File: config.mk
export PLATFORM = sky130hd
export DESIGN_NAME = rptr_wsync_monitor_flat
export DESIGN_NICKNAME = d
export VERILOG_FILES = /design/src/rtl/rptr_wsync_monitor_if.sv /design/src/rtl/rptr_wsync_monitor.sv /design/src/flat_wrapper.sv
export SDC_FILE = /design/constraint.sdc
export NUM_CORES = 1
export LEC_CHECK = 0
export ABC_AREA = 1
export CAP_MARGIN = 20
export CORE_MARGIN = 3
export CORE_UTILIZATION = 50
export DETAILED_ROUTE_END_ITERATION = 12
export PLACE_DENSITY = 0.92
export SYNTH_ARGS = -nofsm -noshare
export SYNTH_HDL_FRONTEND = slang
export SYNTH_SLANG_ARGS = --single-unit
File: constraint.sdc
create_clock -name wclk -period 2.3 [get_ports wclk]
set_input_delay 0.46 -clock wclk [delete_from_list [all_inputs] [get_ports wclk]]
set_output_delay 0.46 -clock wclk [all_outputs]
set_load 0.02 [all_outputs]
File: src/rtl/rptr_wsync_monitor_if.sv
// Read-pointer crossing bundle between the write-domain monitor (slave) and its driver (master).
// Build macro WR_LEVEL_STATS_EN adds the peak_level / ovf_count statistics signals.
interface rptr_wsync_monitor_if #(
    parameter int PTR_WIDTH = 3
);
    logic [PTR_WIDTH:0] g_rptr;
    logic [PTR_WIDTH:0] b_wptr;
    logic               w_en;
    logic               full;
    logic               err_clr;
    logic [PTR_WIDTH:0] g_rptr_sync;
    logic [PTR_WIDTH:0] b_rptr_sync;
    logic [PTR_WIDTH:0] wr_level;
    logic               almost_full;
    logic               gray_err;
    logic               level_err;
    logic               overflow_err;
`ifdef WR_LEVEL_STATS_EN
    logic [PTR_WIDTH:0] peak_level;
    logic [7:0]         ovf_count;
`endif

    modport master (
        output g_rptr, b_wptr, w_en, full, err_clr,
        input  g_rptr_sync, b_rptr_sync, wr_level, almost_full,
        input  gray_err, level_err, overflow_err
`ifdef WR_LEVEL_STATS_EN
        , input peak_level, ovf_count
`endif
    );

    modport slave (
        input  g_rptr, b_wptr, w_en, full, err_clr,
        output g_rptr_sync, b_rptr_sync, wr_level, almost_full,
        output gray_err, level_err, overflow_err
`ifdef WR_LEVEL_STATS_EN
        , output peak_level, ovf_count
`endif
    );
endinterface

File: src/rtl/rptr_wsync_monitor.sv
// Write-domain receiver for the Gray read pointer: synchronizer, binary conversion, fill level and
// protocol-error flags. Build macro WR_LEVEL_STATS_EN adds peak_level and ovf_count.
module rptr_wsync_monitor #(
    parameter int PTR_WIDTH   = 3,
    parameter int SYNC_STAGES = 2,
    parameter int AF_THRESH   = 6
) (
    input logic                 wclk,
    input logic                 wrst_n,
    rptr_wsync_monitor_if.slave bus
);
    typedef logic [PTR_WIDTH:0] ptr_t;

    localparam int   DEPTH  = 1 << PTR_WIDTH;
    localparam int   WARM   = SYNC_STAGES + 2;
    localparam int   CNT_W  = $clog2(WARM + 1);
    localparam ptr_t DEPTH_P = ptr_t'(DEPTH);
    localparam ptr_t AF_P    = ptr_t'(AF_THRESH);

    if (SYNC_STAGES < 2 || SYNC_STAGES > 4) begin : g_bad_sync
        $error("SYNC_STAGES must be in 2..4");
    end
    if (AF_THRESH < 1 || AF_THRESH > DEPTH) begin : g_bad_thresh
        $error("AF_THRESH must be in 1..DEPTH");
    end

    logic [SYNC_STAGES-1:0][PTR_WIDTH:0] sync_q;
    ptr_t             g_sync;
    ptr_t             prev_q;
    ptr_t             b_rptr_q, b_rptr_d;
    ptr_t             wr_level_q;
    ptr_t             lvl_next;
    ptr_t             diff;
    logic             af_q;
    logic             gray_err_q, gray_err_d;
    logic             level_err_q, level_err_d;
    logic             ovf_err_q, ovf_err_d;
    logic [CNT_W-1:0] cnt_q, cnt_d;
    logic             warm_done;
    logic             gray_set, level_set, ovf_set;

    assign g_sync    = sync_q[SYNC_STAGES-1];
    assign lvl_next  = bus.b_wptr - b_rptr_q;
    assign warm_done = (cnt_q == CNT_W'(WARM));
    assign diff      = g_sync ^ prev_q;

    always_comb begin
        b_rptr_d = '0;
        for (int i = 0; i <= PTR_WIDTH; i++) begin
            b_rptr_d[i] = ^(g_sync >> i);
        end
    end

    // Clearing the lowest set bit leaves a residue only if more than one bit flipped.
    always_comb begin
        gray_set  = warm_done && ((diff & (diff - ptr_t'(1))) != '0);
        level_set = warm_done && (lvl_next > DEPTH_P);
        ovf_set   = bus.w_en && bus.full;
        cnt_d     = warm_done ? cnt_q : cnt_q + 1'b1;
        // A set condition on the clearing edge takes priority.
        gray_err_d  = gray_set  | (gray_err_q  & ~bus.err_clr);
        level_err_d = level_set | (level_err_q & ~bus.err_clr);
        ovf_err_d   = ovf_set   | (ovf_err_q   & ~bus.err_clr);
    end

    always_ff @(posedge wclk or negedge wrst_n) begin
        if (!wrst_n) begin
            sync_q      <= '0;
            prev_q      <= '0;
            b_rptr_q    <= '0;
            wr_level_q  <= '0;
            af_q        <= 1'b0;
            gray_err_q  <= 1'b0;
            level_err_q <= 1'b0;
            ovf_err_q   <= 1'b0;
            cnt_q       <= '0;
        end else begin
            sync_q      <= {sync_q[SYNC_STAGES-2:0], bus.g_rptr};
            prev_q      <= g_sync;
            b_rptr_q    <= b_rptr_d;
            wr_level_q  <= lvl_next;
            af_q        <= (lvl_next >= AF_P);
            gray_err_q  <= gray_err_d;
            level_err_q <= level_err_d;
            ovf_err_q   <= ovf_err_d;
            cnt_q       <= cnt_d;
        end
    end

    assign bus.g_rptr_sync  = g_sync;
    assign bus.b_rptr_sync  = b_rptr_q;
    assign bus.wr_level     = wr_level_q;
    assign bus.almost_full  = af_q;
    assign bus.gray_err     = gray_err_q;
    assign bus.level_err    = level_err_q;
    assign bus.overflow_err = ovf_err_q;

`ifdef WR_LEVEL_STATS_EN
    ptr_t       peak_q, peak_d;
    logic [7:0] ovf_cnt_q, ovf_cnt_d;

    always_comb begin
        peak_d    = peak_q;
        ovf_cnt_d = ovf_cnt_q;
        if (bus.err_clr) begin
            peak_d    = lvl_next;
            ovf_cnt_d = ovf_set ? 8'd1 : 8'd0;
        end else begin
            if (lvl_next > peak_q) peak_d = lvl_next;
            if (ovf_set && (ovf_cnt_q != 8'hff)) ovf_cnt_d = ovf_cnt_q + 8'd1;
        end
    end

    always_ff @(posedge wclk or negedge wrst_n) begin
        if (!wrst_n) begin
            peak_q    <= '0;
            ovf_cnt_q <= '0;
        end else begin
            peak_q    <= peak_d;
            ovf_cnt_q <= ovf_cnt_d;
        end
    end

    assign bus.peak_level = peak_q;
    assign bus.ovf_count  = ovf_cnt_q;
`endif
endmodule

File: src/flat_wrapper.sv
// flat-port wrapper written by rule: the top's interface ports become plain ports
module rptr_wsync_monitor_flat 
#(
    parameter int PTR_WIDTH   = 3,
    parameter int SYNC_STAGES = 2,
    parameter int AF_THRESH   = 6
)
  (wclk, wrst_n, bus_g_rptr, bus_b_wptr, bus_w_en, bus_full, bus_err_clr, bus_g_rptr_sync, bus_b_rptr_sync, bus_wr_level, bus_almost_full, bus_gray_err, bus_level_err, bus_overflow_err);
  rptr_wsync_monitor_if #(.PTR_WIDTH(PTR_WIDTH)) bus_i ();
  input logic wclk;
  input logic wrst_n;
  input wire logic [$bits(bus_i.g_rptr)-1:0] bus_g_rptr;
  input wire logic [$bits(bus_i.b_wptr)-1:0] bus_b_wptr;
  input wire logic [$bits(bus_i.w_en)-1:0] bus_w_en;
  input wire logic [$bits(bus_i.full)-1:0] bus_full;
  input wire logic [$bits(bus_i.err_clr)-1:0] bus_err_clr;
  output wire logic [$bits(bus_i.g_rptr_sync)-1:0] bus_g_rptr_sync;
  output wire logic [$bits(bus_i.b_rptr_sync)-1:0] bus_b_rptr_sync;
  output wire logic [$bits(bus_i.wr_level)-1:0] bus_wr_level;
  output wire logic [$bits(bus_i.almost_full)-1:0] bus_almost_full;
  output wire logic [$bits(bus_i.gray_err)-1:0] bus_gray_err;
  output wire logic [$bits(bus_i.level_err)-1:0] bus_level_err;
  output wire logic [$bits(bus_i.overflow_err)-1:0] bus_overflow_err;
  assign bus_i.g_rptr = bus_g_rptr;
  assign bus_i.b_wptr = bus_b_wptr;
  assign bus_i.w_en = bus_w_en;
  assign bus_i.full = bus_full;
  assign bus_i.err_clr = bus_err_clr;
  assign bus_g_rptr_sync = bus_i.g_rptr_sync;
  assign bus_b_rptr_sync = bus_i.b_rptr_sync;
  assign bus_wr_level = bus_i.wr_level;
  assign bus_almost_full = bus_i.almost_full;
  assign bus_gray_err = bus_i.gray_err;
  assign bus_level_err = bus_i.level_err;
  assign bus_overflow_err = bus_i.overflow_err;
  rptr_wsync_monitor #(.PTR_WIDTH(PTR_WIDTH), .SYNC_STAGES(SYNC_STAGES), .AF_THRESH(AF_THRESH)) u_core (.wclk(wclk), .wrst_n(wrst_n), .bus(bus_i));
endmodule
Yosys cells after proc, flatten, opt, wreduce, memory -nomap -nowiden:

Cells that the tools add are included.
W data, S select, Z words.

* eq/ne operators: 1
* bitwise logic cells: 9
* $add $sub $neg: 3
* reductions and logical operators: 8
* order comparisons: 2

Operator list (number)
* $reduce_xor A4 Y1: 4
* $and A4 B4 Y4: 1
* $ge A4 B3 Y1 const B: 1
* $gt A4 B4 Y1 const B: 1
* $reduce_bool A4 Y1: 1
* $sub A4 B1 Y4 const B: 1
* $sub A4 B4 Y4: 1
* $xor A4 B4 Y4: 1
* $add A3 B1 Y3 const B: 1
* $and A1 B1 Y1: 3
* $eq A3 B3 Y1 const B: 1
* $logic_and A1 B1 Y1: 3
* $or A1 B1 Y1: 3
* $not A1 Y1: 1

* register bits after elaboration: 27
* bits of input ports: 13
* output and inout port bits: 16
* logic and storage cells: 33

Logic depth before layout (Yosys ltp):

* depth in word-level cells: 6
* mapped depth: 8
* gate-level depth less buffers: 8

Worst setup path before layout:

OpenSTA, ideal clock, no wires.

* path kind: register to register
* start point: register u_core.b_rptr_q[0], in the netlist u_core.bus.b_rptr_sync[0]
* end point: register u_core.level_err_q, in the netlist u_core.bus.level_err
* stages on the path, launching flop included: 8
* arrival: 1431 ps
* required time: 2184 ps
* clock period less this slack: 1547 ps
* path buffers: 0
* setup slack: 753 ps
* path through: dfrtp_1 -> ha_1 -> fa_1 -> nand2_1 -> inv_1 -> a21oi_1 -> nand2_1 -> nand2_1

* word-level cells in the longest chain between the ends: 4

Ends and longest elaborated chain
* start: declaration: RTL line rptr_wsync_monitor.sv:30 `ptr_t b_rptr_q, b_rptr_d;`
* start signal: assignment: RTL line rptr_wsync_monitor.sv:80 `b_rptr_q <= b_rptr_d;`
* $sub A4 B4 Y4: RTL line rptr_wsync_monitor.sv:43 `assign lvl_next = bus.b_wptr - b_rptr_q;`
* $gt A4 B4 Y1: RTL line rptr_wsync_monitor.sv:57 `level_set = warm_done && (lvl_next > DEPTH_P);`
* $logic_and A1 B1 Y1: RTL line rptr_wsync_monitor.sv:57
* $or A1 B1 Y1: RTL line rptr_wsync_monitor.sv:62 `level_err_d = level_set | (level_err_q & ~bus.err_clr);`
* net u_core.level_err_d: RTL line rptr_wsync_monitor.sv:36 `logic level_err_q, level_err_d;`
* end signal: assignment: RTL line rptr_wsync_monitor.sv:84 `level_err_q <= level_err_d;`
* end: declaration: RTL line rptr_wsync_monitor.sv:36

The timed path passes the listed nets, and every way through them passes these cells.
A chain may end at the register's enable or synchronous reset.

Worst setup path in the final report:

* start point: register u_core.sync_q, in the netlist u_core.bus.g_rptr_sync[3]
* end point: output port bus_g_rptr_sync[3]

RTL lines
* start: declaration: RTL line rptr_wsync_monitor.sv:27 `logic [SYNC_STAGES-1:0][PTR_WIDTH:0] sync_q;`
* start signal: assignment: RTL line rptr_wsync_monitor.sv:78 `sync_q <= {sync_q[SYNC_STAGES-2:0], bus.g_rptr};`
* end: declaration: RTL line flat_wrapper.sv:17 `output wire logic [$bits(bus_i.g_rptr_sync)-1:0] bus_g_rptr_sync;`

No word-level cell between the ends.

==> run summary <==
The flow ran to the end, and the final reports show no timing, DRC or antenna violations. At the worst endpoint, the required time is 1.84 ns. TritonCTS built the clock tree.

The most used flip-flop cell after synthesis is dfrtp_1. The cell type with the largest total area after synthesis is dfrtp_1. The net count after synthesis is 123, and the post-route clock skew is 0.00662 ns. The arrival time at the worst endpoint was 1.45 ns; the total leakage power was 0.720 nW. Counting every instance in the synthesized netlist gives 104. Master cell of the clock root buffer: clkbuf_4. Hold is met by 0.362 ns. The clock edge transition at the registers on the reported setup and hold paths is 0.13 ns. The tools report the critical hold path startpoint as u_core.sync_q[3].

The synthesized area divided by synthesized cell count works out to 10.5 um^2. For this block, the routed nets add up to 1.77 mm of wire. In the final routed layout, each cell accounts on average for 11.2 um. The final-layout fill cell count is 154. During synthesis, Yosys emitted a total of 0 warnings. Kind of path behind the tightest hold check: reg2reg.

For the largest net degree at the start of global routing, the log shows 27. Power spread over the standard cell area amounts to 754 nW/um^2. For the max-cap violation count, the log shows 0. For this run, design rule violations remaining after detail routing come to 0. Counting cells, the worst reg-to-reg path comes to 7.

Along the worst hold path, the cell count comes to 0. The relative slew slack was 0.794; the number of buffers inserted during clock tree synthesis was 3. Across the VDD grid, the largest voltage drop is 450 uV. The kind of end point of the critical path is an output port. The first routing iteration left 2 violations.

The total area of multi-input combinational cells is 330 um^2, and the largest fanout on the critical path is 5. For this design, the slowest cell found on the critical path is clkdlybuf4s50_1. The number of different library cells used by synthesis comes to 16. For the number of global-route vias before repair, the log shows 695. The number of hold buffers added after cts is 0, and the post-DP HPWL is 1.41 mm.

The net count of the finished layout is 152. Counting flops and latches in the post-synthesis netlist gives 26. Post-CTS repair changed the size of 0 cells.

Share of layout cells above drive strength 1: 0.0455. The worst register-to-register path has a setup slack of 0.74 ns. The length of the first detailed-routing pass in iterations is 4, and the shortest period the worst path allows is 1.91 ns. Static timing analysis puts the maximum clock frequency at 523 MHz.

The tools report the reg-to-reg startpoint as u_core.bus.b_rptr_sync[0]. The die is 52.8 um wide. Fraction of the yosys area taken by sequential cells: 0.595.

Across all setup checks in the final design, the least slack found is 0.389 ns. Most common cell in the netlist: nand2_1. The number of antenna violations at the first check in global routing is 0, and the quantity of I/O buffers inserted on ports is 28. The core region is 2020 um^2. Setup repair after global routing left no endpoint under its margin. The clock drives 26 sinks. The number of pins exceeding their max-slew limit in the final report is 0, and the slew of the pin with the lowest slew margin is 0.308 ns. In this design, the largest share of critical-path delay is due to buffers and inverters.

The starting utilization of the core area came out at 0.541. At the end of routability-driven placement, the weighted congestion stood at 0.717. Worst path buffer plus inverter count: 1.

In this run the cell area of the synthesized design comes to 1090 um^2. Measured along the y axis, the die boundary spans 52.8 um. In the routed layout, each cell is associated on average with a via count of 4.54.

Pre-CTS setup slack: 0.209 ns. The commonest cells after synthesis are nand2_1 (28), dfrtp_1 (26), inv_1 (20). Setup violations remaining at the end of the flow were counted as 0.

The fraction of synthesized cell area taken by the top area cell type was 0.595. For this design the top-level I/O count stands at 29. The tools report the sum of overflow across all layers after global routing as 0.

For the number of antenna repair diodes, the log shows 0. The non-filler instance count after layout was 159. The share of the clock period used by the worst path after layout is 0.831, and the sequential standard cell area is 651 um^2. The tools report the setup total negative slack as 0 ns. Sorting the synthesized cells by area gives the leading types as dfrtp_1 (59%), nand2_1 (9.6%), inv_1 (6.9%).

The run gives 2 as the maximum count of clock buffers along a single path. The tools report the first-pass GRT wire length as 2.85 mm. The startpoint kind of the worst setup timing path is a register.

The clock latency of the later-clocked register in the worst-skew pair was 0.32 ns; the number of core rows was 16. The share of async-settable or async-resettable flops after synthesis works out to 1.00. The worst hold endpoint was u_core.bus.g_rptr_sync[3]. The die covers 2780 um^2. Path type of the worst setup path: reg2out.

The tools report the hold violation count in the final report as 0. Counting flops with a built-in enable in the synthesized netlist gives 0. The via total after detailed routing was 722. The number of buffers inserted to repair setup after CTS was 0. In this run the critical register-to-register path is captured at u_core.bus.level_err. The number of H-tree levels is 1, and the global-route usage over all layers is 0.147. The critical path's largest stage delay was 0.65 ns. Walking the worst path, the cells encountered are clkdlybuf4s50_1. The layout overhead on the synthesized area is 29.3%, and the number of placed instances, taps included is 155. The final antenna-violating net count was 0.
[cell type report]
class,count,share of cell area
clock buffer,4,0.0257
inverter,20,0.0531
timing repair buffer,29,0.204
tap,27,0.0239
multi-input combinational,53,0.234
sequential,26,0.460
[state kept, by name, indices dropped and copies added, names as in the netlist]
name and flops:
u_core.bus.overflow_err 1, u_core.bus.level_err 1, u_core.bus.almost_full 1, u_core.sync_q 4
u_core.cnt_q 3, u_core.bus.gray_err 1, u_core.bus.wr_level 4, u_core.bus.b_rptr_sync 4
u_core.bus.g_rptr_sync 4, u_core.prev_q 3
[worst max path at each step]
stage / startpoint / end / slack [ns] / cells past startpoint
after detailed placement: bus_b_wptr[0] / u_core.bus.level_err / 0.21 / 8
final: u_core.bus.g_rptr_sync[3] / bus_g_rptr_sync[3] / 0.39 / 1
after CTS: u_core.bus.g_rptr_sync[3] / bus_g_rptr_sync[3] / 0.37 / 1
after global routing: u_core.bus.b_rptr_sync[3] / bus_b_rptr_sync[3] / 0.33 / 1
after global placement: bus_b_wptr[0] / u_core.bus.level_err / 0.26 / 8
after floorplan: u_core.bus.b_rptr_sync[0] / u_core.bus.level_err / 0.75 / 7
[kinds of logic (layout without fill, tap and decap cells)]
kind of cell | count (synthesis) | count (layout) | share of synthesized area
XOR/XNOR | 9 | 9 | 0.0789
buffers and inverters | 25 | 53 | 0.103
flip-flops | 26 | 26 | 0.595
AO/OA/AOI/OAI | 5 | 5 | 0.0286
adder cells (fa/ha/maj) | 6 | 6 | 0.0755
AND/OR/NAND/NOR | 33 | 33 | 0.119
[metal layers]
layer,vias up,wire [um],global-route usage
li1,360,-,-
met1,335,724,0.158
met2,25,910,0.271
met3,2,106,0.0256
met4,0,33,0.0766
met5,-,0,0
[through the flow]
step           area, um^2   util  total power, W
2_1_floorplan        1090      -        0.000703
3_3_place_gp         1380  0.681        0.000837
3_5_place_dp         1380  0.681        0.000851
4_1_cts              1410  0.699         0.00108
5_1_grt              1410  0.699         0.00113
6_report             1410  0.699         0.00107
[layout by cell type, fill, tap and decap left out]
master           count
nor2_1               2
inv_1               20
xor2_2               1
dfrtp_1             26
o211ai_1             1
nand2_1             28
nand3b_1             1
clkbuf_8             1
xor2_1               4
xnor2_1              4
clkbuf_4             3
fa_1                 1
clkdlybuf4s50_1     28
a21oi_1              2
o21ai_0              1
a22o_1               1
buf_4                1
nand3_1              2
ha_1                 5
[where the power goes]
part           internal [W]  switching [W]
logic              0.000146       0.000154
registers          0.000511      0.0000267
clock network     0.0000969       0.000132
Note: power is estimated with default switching activity, not from simulation.
